**config.mk**
```make
export PLATFORM = sky130hd
export DESIGN_NAME = sensor_frame_ctrl
export DESIGN_NICKNAME = d
export VERILOG_FILES = /design/src/rtl/sensor_pkg.sv /design/src/rtl/sensor_timing_cnt.sv /design/src/rtl/sensor_frame_ctrl.sv
export SDC_FILE = /design/constraint.sdc
export NUM_CORES = 1
export LEC_CHECK = 0
export ABC_AREA = 1
export ABC_CLOCK_PERIOD_IN_PS = 3900
export BUFFER_PORTS_ARGS = -buffer_cell sky130_fd_sc_hd__buf_4
export CORE_UTILIZATION = 48
export CTS_BUF_LIST = sky130_fd_sc_hd__clkbuf_16
export DETAILED_ROUTE_END_ITERATION = 8
export PLACE_DENSITY = 0.79
export SETUP_SLACK_MARGIN = 0.1
export SYNTH_ARGS = -nofsm -noshare
export SYNTH_HDL_FRONTEND = slang
export SYNTH_SLANG_ARGS = --single-unit
```
**constraint.sdc**
```tcl
create_clock -name HCLK -period 3.9 [get_ports HCLK]
set_input_delay 1.17 -clock HCLK [delete_from_list [all_inputs] [get_ports HCLK]]
set_output_delay 1.17 -clock HCLK [all_outputs]
set_load 0.01 [all_outputs]
```
**src/rtl/sensor_pkg.sv**
```systemverilog
// Shared definitions for the sensor frame sequencer: FSM encoding, default raster size
// and the pixel-pair word layout {R0,G0,B0,R1,G1,B1}.
package sensor_pkg;

  localparam int unsigned SENSOR_WIDTH  = 768;
  localparam int unsigned SENSOR_HEIGHT = 512;
  localparam int unsigned SENSOR_PIX_W  = 8;
  localparam int unsigned DRAIN_CYC     = 2;

  localparam logic [2:0] ST_IDLE   = 3'd0;
  localparam logic [2:0] ST_VSYNC  = 3'd1;
  localparam logic [2:0] ST_HBLANK = 3'd2;
  localparam logic [2:0] ST_LINE   = 3'd3;
  localparam logic [2:0] ST_DRAIN  = 3'd4;
  localparam logic [2:0] ST_DONE   = 3'd5;

  // Component slot inside the pixel-pair word, counted in components from the LSB end.
  localparam int unsigned SLOT_R0 = 5;
  localparam int unsigned SLOT_G0 = 4;
  localparam int unsigned SLOT_B0 = 3;
  localparam int unsigned SLOT_R1 = 2;
  localparam int unsigned SLOT_G1 = 1;
  localparam int unsigned SLOT_B1 = 0;

  typedef struct packed {
    logic [SENSOR_PIX_W-1:0] r0;
    logic [SENSOR_PIX_W-1:0] g0;
    logic [SENSOR_PIX_W-1:0] b0;
    logic [SENSOR_PIX_W-1:0] r1;
    logic [SENSOR_PIX_W-1:0] g1;
    logic [SENSOR_PIX_W-1:0] b1;
  } pix_pair_t;

endpackage

```
**src/rtl/sensor_timing_cnt.sv**
```systemverilog
// Loadable down-counter; tc_o is high while the count sits at zero.
module sensor_timing_cnt #(
  parameter int unsigned CNT_W = 4
) (
  input  logic             clk_i,
  input  logic             rst_i,
  input  logic             load_i,
  input  logic [CNT_W-1:0] load_val_i,
  output logic             tc_o
);

  logic [CNT_W-1:0] cnt_q, cnt_d;
  logic             tc_q;

  always_comb begin
    cnt_d = cnt_q;
    if (load_i) begin
      cnt_d = load_val_i;
    end else if (cnt_q != '0) begin
      cnt_d = cnt_q - CNT_W'(1);
    end
  end

  // Terminal flag is registered from the next count so it lines up with cnt_q.
  always_ff @(posedge clk_i or posedge rst_i) begin
    if (rst_i) begin
      cnt_q <= '0;
      tc_q  <= 1'b1;
    end else begin
      cnt_q <= cnt_d;
      tc_q  <= (cnt_d == '0);
    end
  end

  assign tc_o = tc_q;

endmodule

```
**src/rtl/sensor_frame_ctrl.sv**
```systemverilog
// Frame sequencer: streams a stored image from pixel memory two pixels per clock with
// programmable VSYNC / line-blanking timing, single-shot or continuous.
module sensor_frame_ctrl
  import sensor_pkg::*;
#(
  parameter int unsigned IMG_PIX_W  = SENSOR_PIX_W,
  parameter int unsigned WIDTH      = SENSOR_WIDTH,
  parameter int unsigned HEIGHT     = SENSOR_HEIGHT,
  parameter int unsigned VSYNC_CYC  = 4,
  parameter int unsigned HBLANK_CYC = 16,
  parameter int unsigned ADDR_W     = 18
) (
  input  logic                   HCLK,
  input  logic                   HRESET,
  input  logic                   start,
  input  logic                   stop,
  input  logic                   continuous,
  output logic                   mem_rd,
  output logic [ADDR_W-1:0]      mem_addr,
  input  logic [6*IMG_PIX_W-1:0] mem_rdata,
  output logic                   VSYNC,
  output logic                   HSYNC,
  output logic [IMG_PIX_W-1:0]   DATA_R0,
  output logic [IMG_PIX_W-1:0]   DATA_G0,
  output logic [IMG_PIX_W-1:0]   DATA_B0,
  output logic [IMG_PIX_W-1:0]   DATA_R1,
  output logic [IMG_PIX_W-1:0]   DATA_G1,
  output logic [IMG_PIX_W-1:0]   DATA_B1,
  output logic                   busy,
  output logic                   ctrl_done
);

  localparam int unsigned BEATS  = WIDTH / 2;
  localparam int unsigned BEAT_W = $clog2(BEATS + 1);
  localparam int unsigned LINE_W = $clog2(HEIGHT + 1);
  localparam int unsigned TMAX0  = (VSYNC_CYC > HBLANK_CYC) ? VSYNC_CYC : HBLANK_CYC;
  localparam int unsigned TMAX   = (TMAX0 > DRAIN_CYC) ? TMAX0 : DRAIN_CYC;
  localparam int unsigned CNT_W  = $clog2(TMAX + 1);
  localparam int unsigned PIX2_W = 6 * IMG_PIX_W;

  logic [2:0]        state_q, state_d;
  logic [BEAT_W-1:0] beat_q, beat_d;
  logic [LINE_W-1:0] line_q, line_d;
  logic [ADDR_W-1:0] addr_q, addr_d;
  logic              mem_rd_q, vsync_q, busy_q, done_q;
  logic              rd_d1_q, hsync_q;
  logic [PIX2_W-1:0] pix_q;
  logic              tload, tc;
  logic [CNT_W-1:0]  tval;
  logic              last_beat, last_line;

  assign last_beat = (beat_q == BEAT_W'(BEATS - 1));
  assign last_line = (line_q == LINE_W'(HEIGHT - 1));

  // Next-state logic; stop overrides every transition.
  always_comb begin
    state_d = state_q;
    case (state_q)
      ST_IDLE:   if (start) state_d = ST_VSYNC;
      ST_VSYNC:  if (tc) state_d = ST_HBLANK;
      ST_HBLANK: if (tc) state_d = ST_LINE;
      ST_LINE:   if (last_beat) state_d = last_line ? ST_DRAIN : ST_HBLANK;
      ST_DRAIN:  if (tc) state_d = ST_DONE;
      ST_DONE:   state_d = continuous ? ST_VSYNC : ST_IDLE;
      default:   state_d = ST_IDLE;
    endcase
    if (stop) begin
      state_d = ST_IDLE;
    end
  end

  // Duration counter is reloaded on every state change with the new state's length.
  always_comb begin
    tload = (state_d != state_q);
    tval  = '0;
    case (state_d)
      ST_VSYNC:  tval = CNT_W'(VSYNC_CYC - 1);
      ST_HBLANK: tval = CNT_W'(HBLANK_CYC - 1);
      ST_DRAIN:  tval = CNT_W'(DRAIN_CYC - 1);
      default:   tval = '0;
    endcase
  end

  sensor_timing_cnt #(
    .CNT_W (CNT_W)
  ) u_timing_cnt (
    .clk_i      (HCLK),
    .rst_i      (HRESET),
    .load_i     (tload),
    .load_val_i (tval),
    .tc_o       (tc)
  );

  // Beat/line/address counters; the address never passes the last beat of the frame.
  always_comb begin
    beat_d = beat_q;
    line_d = line_q;
    addr_d = addr_q;
    if ((state_d == ST_IDLE) || (state_d == ST_VSYNC)) begin
      beat_d = '0;
      line_d = '0;
      addr_d = '0;
    end else if (state_q == ST_LINE) begin
      if (last_beat) begin
        beat_d = '0;
        if (!last_line) begin
          line_d = line_q + LINE_W'(1);
          addr_d = addr_q + ADDR_W'(1);
        end
      end else begin
        beat_d = beat_q + BEAT_W'(1);
        addr_d = addr_q + ADDR_W'(1);
      end
    end
  end

  always_ff @(posedge HCLK or posedge HRESET) begin
    if (HRESET) begin
      state_q  <= ST_IDLE;
      beat_q   <= '0;
      line_q   <= '0;
      addr_q   <= '0;
      mem_rd_q <= 1'b0;
      vsync_q  <= 1'b0;
      busy_q   <= 1'b0;
      done_q   <= 1'b0;
      rd_d1_q  <= 1'b0;
      hsync_q  <= 1'b0;
      pix_q    <= '0;
    end else begin
      state_q  <= state_d;
      beat_q   <= beat_d;
      line_q   <= line_d;
      addr_q   <= addr_d;
      mem_rd_q <= (state_d == ST_LINE);
      vsync_q  <= (state_d == ST_VSYNC);
      busy_q   <= (state_d != ST_IDLE);
      done_q   <= (state_d == ST_DONE);
      // Read-return pipeline; stop squashes both stages so no stray HSYNC follows an abort.
      rd_d1_q  <= mem_rd_q & ~stop;
      hsync_q  <= rd_d1_q & ~stop;
      if (rd_d1_q && !stop) begin
        pix_q <= mem_rdata;
      end
    end
  end

  assign mem_rd    = mem_rd_q;
  assign mem_addr  = addr_q;
  assign VSYNC     = vsync_q;
  assign HSYNC     = hsync_q;
  assign busy      = busy_q;
  assign ctrl_done = done_q;
  assign DATA_R0   = pix_q[SLOT_R0*IMG_PIX_W +: IMG_PIX_W];
  assign DATA_G0   = pix_q[SLOT_G0*IMG_PIX_W +: IMG_PIX_W];
  assign DATA_B0   = pix_q[SLOT_B0*IMG_PIX_W +: IMG_PIX_W];
  assign DATA_R1   = pix_q[SLOT_R1*IMG_PIX_W +: IMG_PIX_W];
  assign DATA_G1   = pix_q[SLOT_G1*IMG_PIX_W +: IMG_PIX_W];
  assign DATA_B1   = pix_q[SLOT_B1*IMG_PIX_W +: IMG_PIX_W];

endmodule
```
---- Yosys cells after proc, flatten, opt, wreduce, memory -nomap -nowiden ----
Index checks and enable logic that the tools add are counted.
storage, ports and cells
  register bits after elaboration ......... 100
  latch bits .............................. 0
  RAM bits ................................ 0
  bits in read-only memories .............. 0
  bits of input ports ..................... 53
  output and inout port bits .............. 71
  word-level logic and storage cells ...... 70
  memories kept ........................... 0
cells by class
  add/sub/neg operators ................... 4
  multipliers ............................. 0
  div/mod/pow operators ................... 0
  $lt $le $gt $ge ......................... 0
  equality and inequality tests ........... 15
  shift operators ......................... 0
  mux-type cells .......................... 23
  bitwise gates (word level) .............. 3
  reductions and logical operators ........ 12
operators with widths
  cell                   count
  $mux 18                4
  $mux 10                4
  $mux 9                 3
  $mux 3                 7
  $add 18x1->18 const B  1
  $pmux 3 s6             1
  $eq 3x2->1 const B     4
  $eq 3x3->1 const B     4
  $pmux 4 s3             1
  $add 10x1->10 const B  1
  $eq 10x9->1 const B    1
  $mux 5                 2
  $add 9x1->9 const B    1
  $eq 9x9->1 const B     1
  $eq 3x1->1 const B     2
  $logic_not 3->1        2
  $logic_not 5->1        1
  $reduce_bool 5->1      1
  $sub 5x1->5 const B    1
  $reduce_bool 2->1      2
  $ne 3x2->1 const B     1
  $ne 3x3->1             1
  $reduce_and 3->1       1
  $reduce_bool 3->1      1
  8 further kinds        9

---- Logic depth before layout (Yosys ltp) ----
  word-level depth ........................ 9
  depth in mapped cells ................... 17
  gate-level depth less buffers ........... 17

---- By module ----
Synthesis repeated with hierarchy kept, for this count alone.
second synthesis, totals
  cells, all modules ...................... 598
  area, all modules ....................... 4979.8 µm²
by module, submodules not included
  module             times used  cells each  area each (µm²)  sequential area each (µm²)
  sensor_frame_ctrl  1           543         4608.2           2352.3
  sensor_timing_cnt  1           55          371.6            151.4

---- Least setup slack after synthesis ----
No wires, ideal clock.
  path kind ............................... input to register
  from .................................... input stop
  to ...................................... register pix_q[10]
  library setup time ...................... 0.066 ns
  arrival ................................. 2.223 ns
  required time ........................... 3.834 ns
  slack ................................... 1.612 ns
  cell stages on the path ................. 7
  path buffers ............................ 2
  cells stage by stage .................... inv_1 > nand2_1 > inv_1 > clkbuf_1 > buf_1 > nand2_1 > nand2_1
on the way
  longest elaborated chain between the ends .. 2
ends and longest elaborated chain
  element               line                      text
  start, declared       sensor_frame_ctrl.sv:16   input logic stop,
  $logic_not 1->1       sensor_frame_ctrl.sv:142  if (rd_d1_q && !stop) begin
  $logic_and 1x1->1     sensor_frame_ctrl.sv:142
  end signal, assigned  sensor_frame_ctrl.sv:143  pix_q <= mem_rdata;
  end, declared         sensor_frame_ctrl.sv:47   logic [PIX2_W-1:0] pix_q;
No other way between the ends.
A chain may end at the register's enable or synchronous reset.

---- Worst setup path after layout ----
  from .................................... register state_q[2]
  to ...................................... register line_q[4]
on the way
  longest elaborated chain between the ends .. 7
  elaborated cells between the ends (all ways) .. 21
  classes of those cells .................. eq/ne: 7; mux: 8; reduce/logical: 6
ends and longest elaborated chain
  element                                                                  line                      text
  start, declared                                                          sensor_frame_ctrl.sv:41   logic [2:0] state_q, state_d;
  start signal, assigned                                                   sensor_frame_ctrl.sv:131  state_q <= state_d;
  $eq 3x3->1, or another cell as far along                                 sensor_frame_ctrl.sv:58   case (state_q)
  $pmux 3 s6                                                               sensor_frame_ctrl.sv:58
  $mux 3                                                                   sensor_frame_ctrl.sv:67   if (stop) begin
  $eq 3x1->1 / $logic_not 3->1 (equally long branches)                     sensor_frame_ctrl.sv:99   if ((state_d == ST_IDLE) || (state_d == ST_VSYNC)) begin
  $logic_or 1x1->1                                                         sensor_frame_ctrl.sv:99
  $ne 2x1->1 (no source line) / $reduce_bool 2->1 (equally long branches)  --
  $reduce_and 3->1 (no source line)                                        --
  end signal, assigned                                                     sensor_frame_ctrl.sv:133  line_q <= line_d;
  end, declared                                                            sensor_frame_ctrl.sv:43   logic [LINE_W-1:0] line_q, line_d;
Parallel ways exist; a longest one is shown, timed or not.

==> impl_metrics.py <==
metrics = {
    "die": {
        "core_area_sq_mm": 0.00933,
        "fp.dieArea_sq_mm": 0.0101,
        "num_rows": 35,
        "start_util_pct": 49.9,
        "chipWidth_um": 100,
        "io_pins": 124,
        "die_h_um": 100,
    },
    "worst_setup_path": {
        "reg2reg_to": "line_q[4]",
        "startpoint_type": "flop",
        "setup.worst_path.end_class": "flop",
        "worstPathMaxFanout": 22,
        "critPathRequiredTime_ns": 4.18,
        "reg2reg_from": "state_q[2]",
        "r2r_slack_ns": 1.38,
        "critPathLaunch": "state_q[2]",
        "path_class": "flop to flop",
        "critPathArrivalTime_ns": 2.80,
        "reg2regPathDepth": 10,
    },
    "detailed_routing": {
        "num_vias": 4034,
        "ant_nets": 0,
        "dr.pass1.iters": 5,
        "routed_via_density": 4.98,
        "drt_iter0_drc": 146,
        "drc": 0,
        "routedWlPerCell_um": 13.4,
        "wl_um": 10900,
    },
    "clock_network": {
        "root_buffer": "clkbuf_16",
        "htreeDepth": 3,
        "clock_latency_ns": 0.35,
        "cts_resized": 0,
        "hold_buffers": 0,
        "cts_sinks": 100,
        "cts-buffers-inserted": 9,
        "clockBufferDepth": 2,
        "tritoncts": "done",
        "clkTransAtPathRegs_ns": 0.07,
        "cts_setup_buffers": 0,
    },
    "layout": {
        "area_delta_synth_final_pct": 28.5,
        "multiInputGateArea_sq_mm": 0.00187,
        "fillers": 764,
        "final_core_utilization_pct": 64.1,
        "final_nets": 733,
        "diodes": 0,
        "layout-drive-gt1-share_pct": 25.0,
        "regArea_sq_mm": 0.00250,
    },
    "yosys": {
        "synth.avg_cell_area_sq_um": 8.40,
        "post_synth_instance_area_sq_mm": 0.00466,
        "synth_top_area_share_pct": 53.2,
        "ys_types": 38,
        "ys.flop_type": "dfrtp_1",
        "yosysTopAreaCell": "dfrtp_1",
        "synthTopCellsByCount": "nand2_1, dfrtp_1, inv_1",
        "async_flop_share_pct": 100,
        "synth.most_common_cell": "nand2_1",
        "syn_nets": 611,
        "seq_area_frac_synth_pct": 53.8,
        "synth_top_cells_by_area": "dfrtp_1, nand2_1, inv_1, nor2_1, xor2_1",
        "synth_edf_count": 0,
        "ys_ff_latch": 100,
        "ys.warnings.count": 0,
        "syn_inst": 554,
    },
    "hold_path": {
        "worstHoldStart": "pix_q[15]",
        "min_to": "pix_q[15]",
        "hold_path.class": "flop to flop",
        "hold_depth": 2,
    },
    "placement": {
        "dp_slack_ns": 1.28,
        "dpl.hpwl_um": 7750,
        "gp_routability_congestion": 0.802,
        "portBuffers": 123,
    },
    "job": {
        "cap_violations": 0,
    },
    "global_routing": {
        "gr-total-overflow": 0,
        "grt_pass1_wl_um": 18000,
        "grt_pass1_vias": 3911,
        "antenna_found_initial": 0,
        "grt_max_degree": 54,
        "grt_usage_pct": 22.7,
    },
    "power_and_ir_drop": {
        "peakVddDrop_mv": 0.422,
        "power_density_mw_per_mm2": 574,
        "power.static_leakage_nw": 3.16,
    },
    "sta": {
        "fin_tns_setup_ns": 0,
        "setup_violations": 0,
        "fin_crit_ns": 2.52,
        "fmax_mhz": 397,
        "drv_slew": 0,
        "clock-skew-final_ns": 0.0112,
        "worst_pin_slew_ns": 0.594,
        "hold_viol": 0,
        "rsz0062_at_grt": "no",
        "finalWorstSetupSlack_ns": 1.38,
        "finalCritPeriodShare_pct": 64.6,
        "slew_headroom_pct": 60.4,
    },
    "run_status": {
        "outcome": "finished, final reports clean",
    },
}
-- per-stage QoR --
| step | power, W | cell area [sq um] | hold slack [ns] | instances |
|---|---|---|---|---|
| 6_report | 0.00343 | 5980 | 0.483 | 810 |
| 5_1_grt | 0.00364 | 5980 | 0.513 | 810 |
| 4_1_cts | 0.00347 | 5980 | 0.485 | 810 |
| 3_5_place_dp | 0.00259 | 5700 | 0.466 | 794 |
| 3_3_place_gp | 0.00256 | 5700 | 0.465 | 794 |
| 2_1_floorplan | 0.00204 | 4660 | 0.506 | 554 |
-- worst max-delay path by stage --
| stage | endpoint | slack, ns | cells after the start |
|---|---|---|---|
| detailed placement | pix_q[30] | 1.28 | 8 |
| global route | line_q[4] | 1.19 | 10 |
| global placement | pix_q[30] | 1.31 | 8 |
| floorplan | HSYNC | 0.11 | 1 |
| finish | line_q[4] | 1.38 | 10 |
| CTS | line_q[4] | 1.40 | 10 |
-- placed cells by master, fill, tap and decap left out, types with 7 or more instances in the layout --
cell	Yosys	layout
dfrtp_1	99	99
o21ai_0	11	11
nand4_1	13	13
nand3_1	19	19
buf_4	2	125
a21oi_1	18	18
nand2_1	208	208
nor2_1	44	44
inv_1	52	51
clkbuf_16	0	9
nand2_4	7	7
xor2_1	12	12
-- layout make-up --
| cell class | instances | share of cell area, % |
|---|---|---|
| multi-input cells | 384 | 31.2 |
| repair buffers | 126 | 16.0 |
| clock buffers | 9 | 3.76 |
| inverters | 55 | 3.49 |
| well taps | 129 | 2.70 |
| flip-flops and latches | 100 | 41.8 |
| clock inverters | 7 | 0.962 |
-- cell families after synthesis --
| kind of cell | Yosys count | synth area share, % |
|---|---|---|
| adder cells (fa/ha/maj) | 4 | 1.08 |
| AO/OA/AOI/OAI | 45 | 5.35 |
| AND/OR/NAND/NOR | 320 | 30.9 |
| buffers and inverters | 70 | 6.10 |
| XOR/XNOR | 15 | 2.82 |
| flip-flops | 100 | 53.8 |
-- power by group --
part	internal, W	switching [W]	total, W
logic	0.000513	0.000590	0.00110
clock network	0.000445	0.000414	0.000859
registers	0.00130	0.000170	0.00147
total	0.00226	0.00117	0.00343
-- critical path: stages (launching register included) --
cell	delay (ns)
dfrtp_1	0.42
inv_1	0.13
nand2_1	0.08
nor2_2	0.40
inv_1	0.14
o21ai_1	0.22
nand2_2	0.14
nand2_4	0.24
inv_1	0.31
a21oi_1	0.22
o21a_1	0.14
-- per-layer routing --
metal / GRT usage, % / vias to the layer above / share of wire, %
met4: 6.24 / 0 / 0.98
met2: 38.0 / 119 / 50
met3: 8.18 / 10 / 7.3
met1: 27.8 / 1922 / 42
li1: - / 1983 / -
met5: 0 / - / 0
-- sequential cells by signal (all words and copies together) (netlist names) --
register / cells
rd_d1_q: 1
ctrl_done: 1
u_timing_cnt.tc_o: 1
state_q: 3
HSYNC: 1
VSYNC: 1
pix_q: 48
busy: 1
mem_addr: 18
u_timing_cnt.cnt_q: 5
beat_q: 9
line_q: 10
mem_rd: 1
Note: power is estimated with default switching activity, not from simulation.
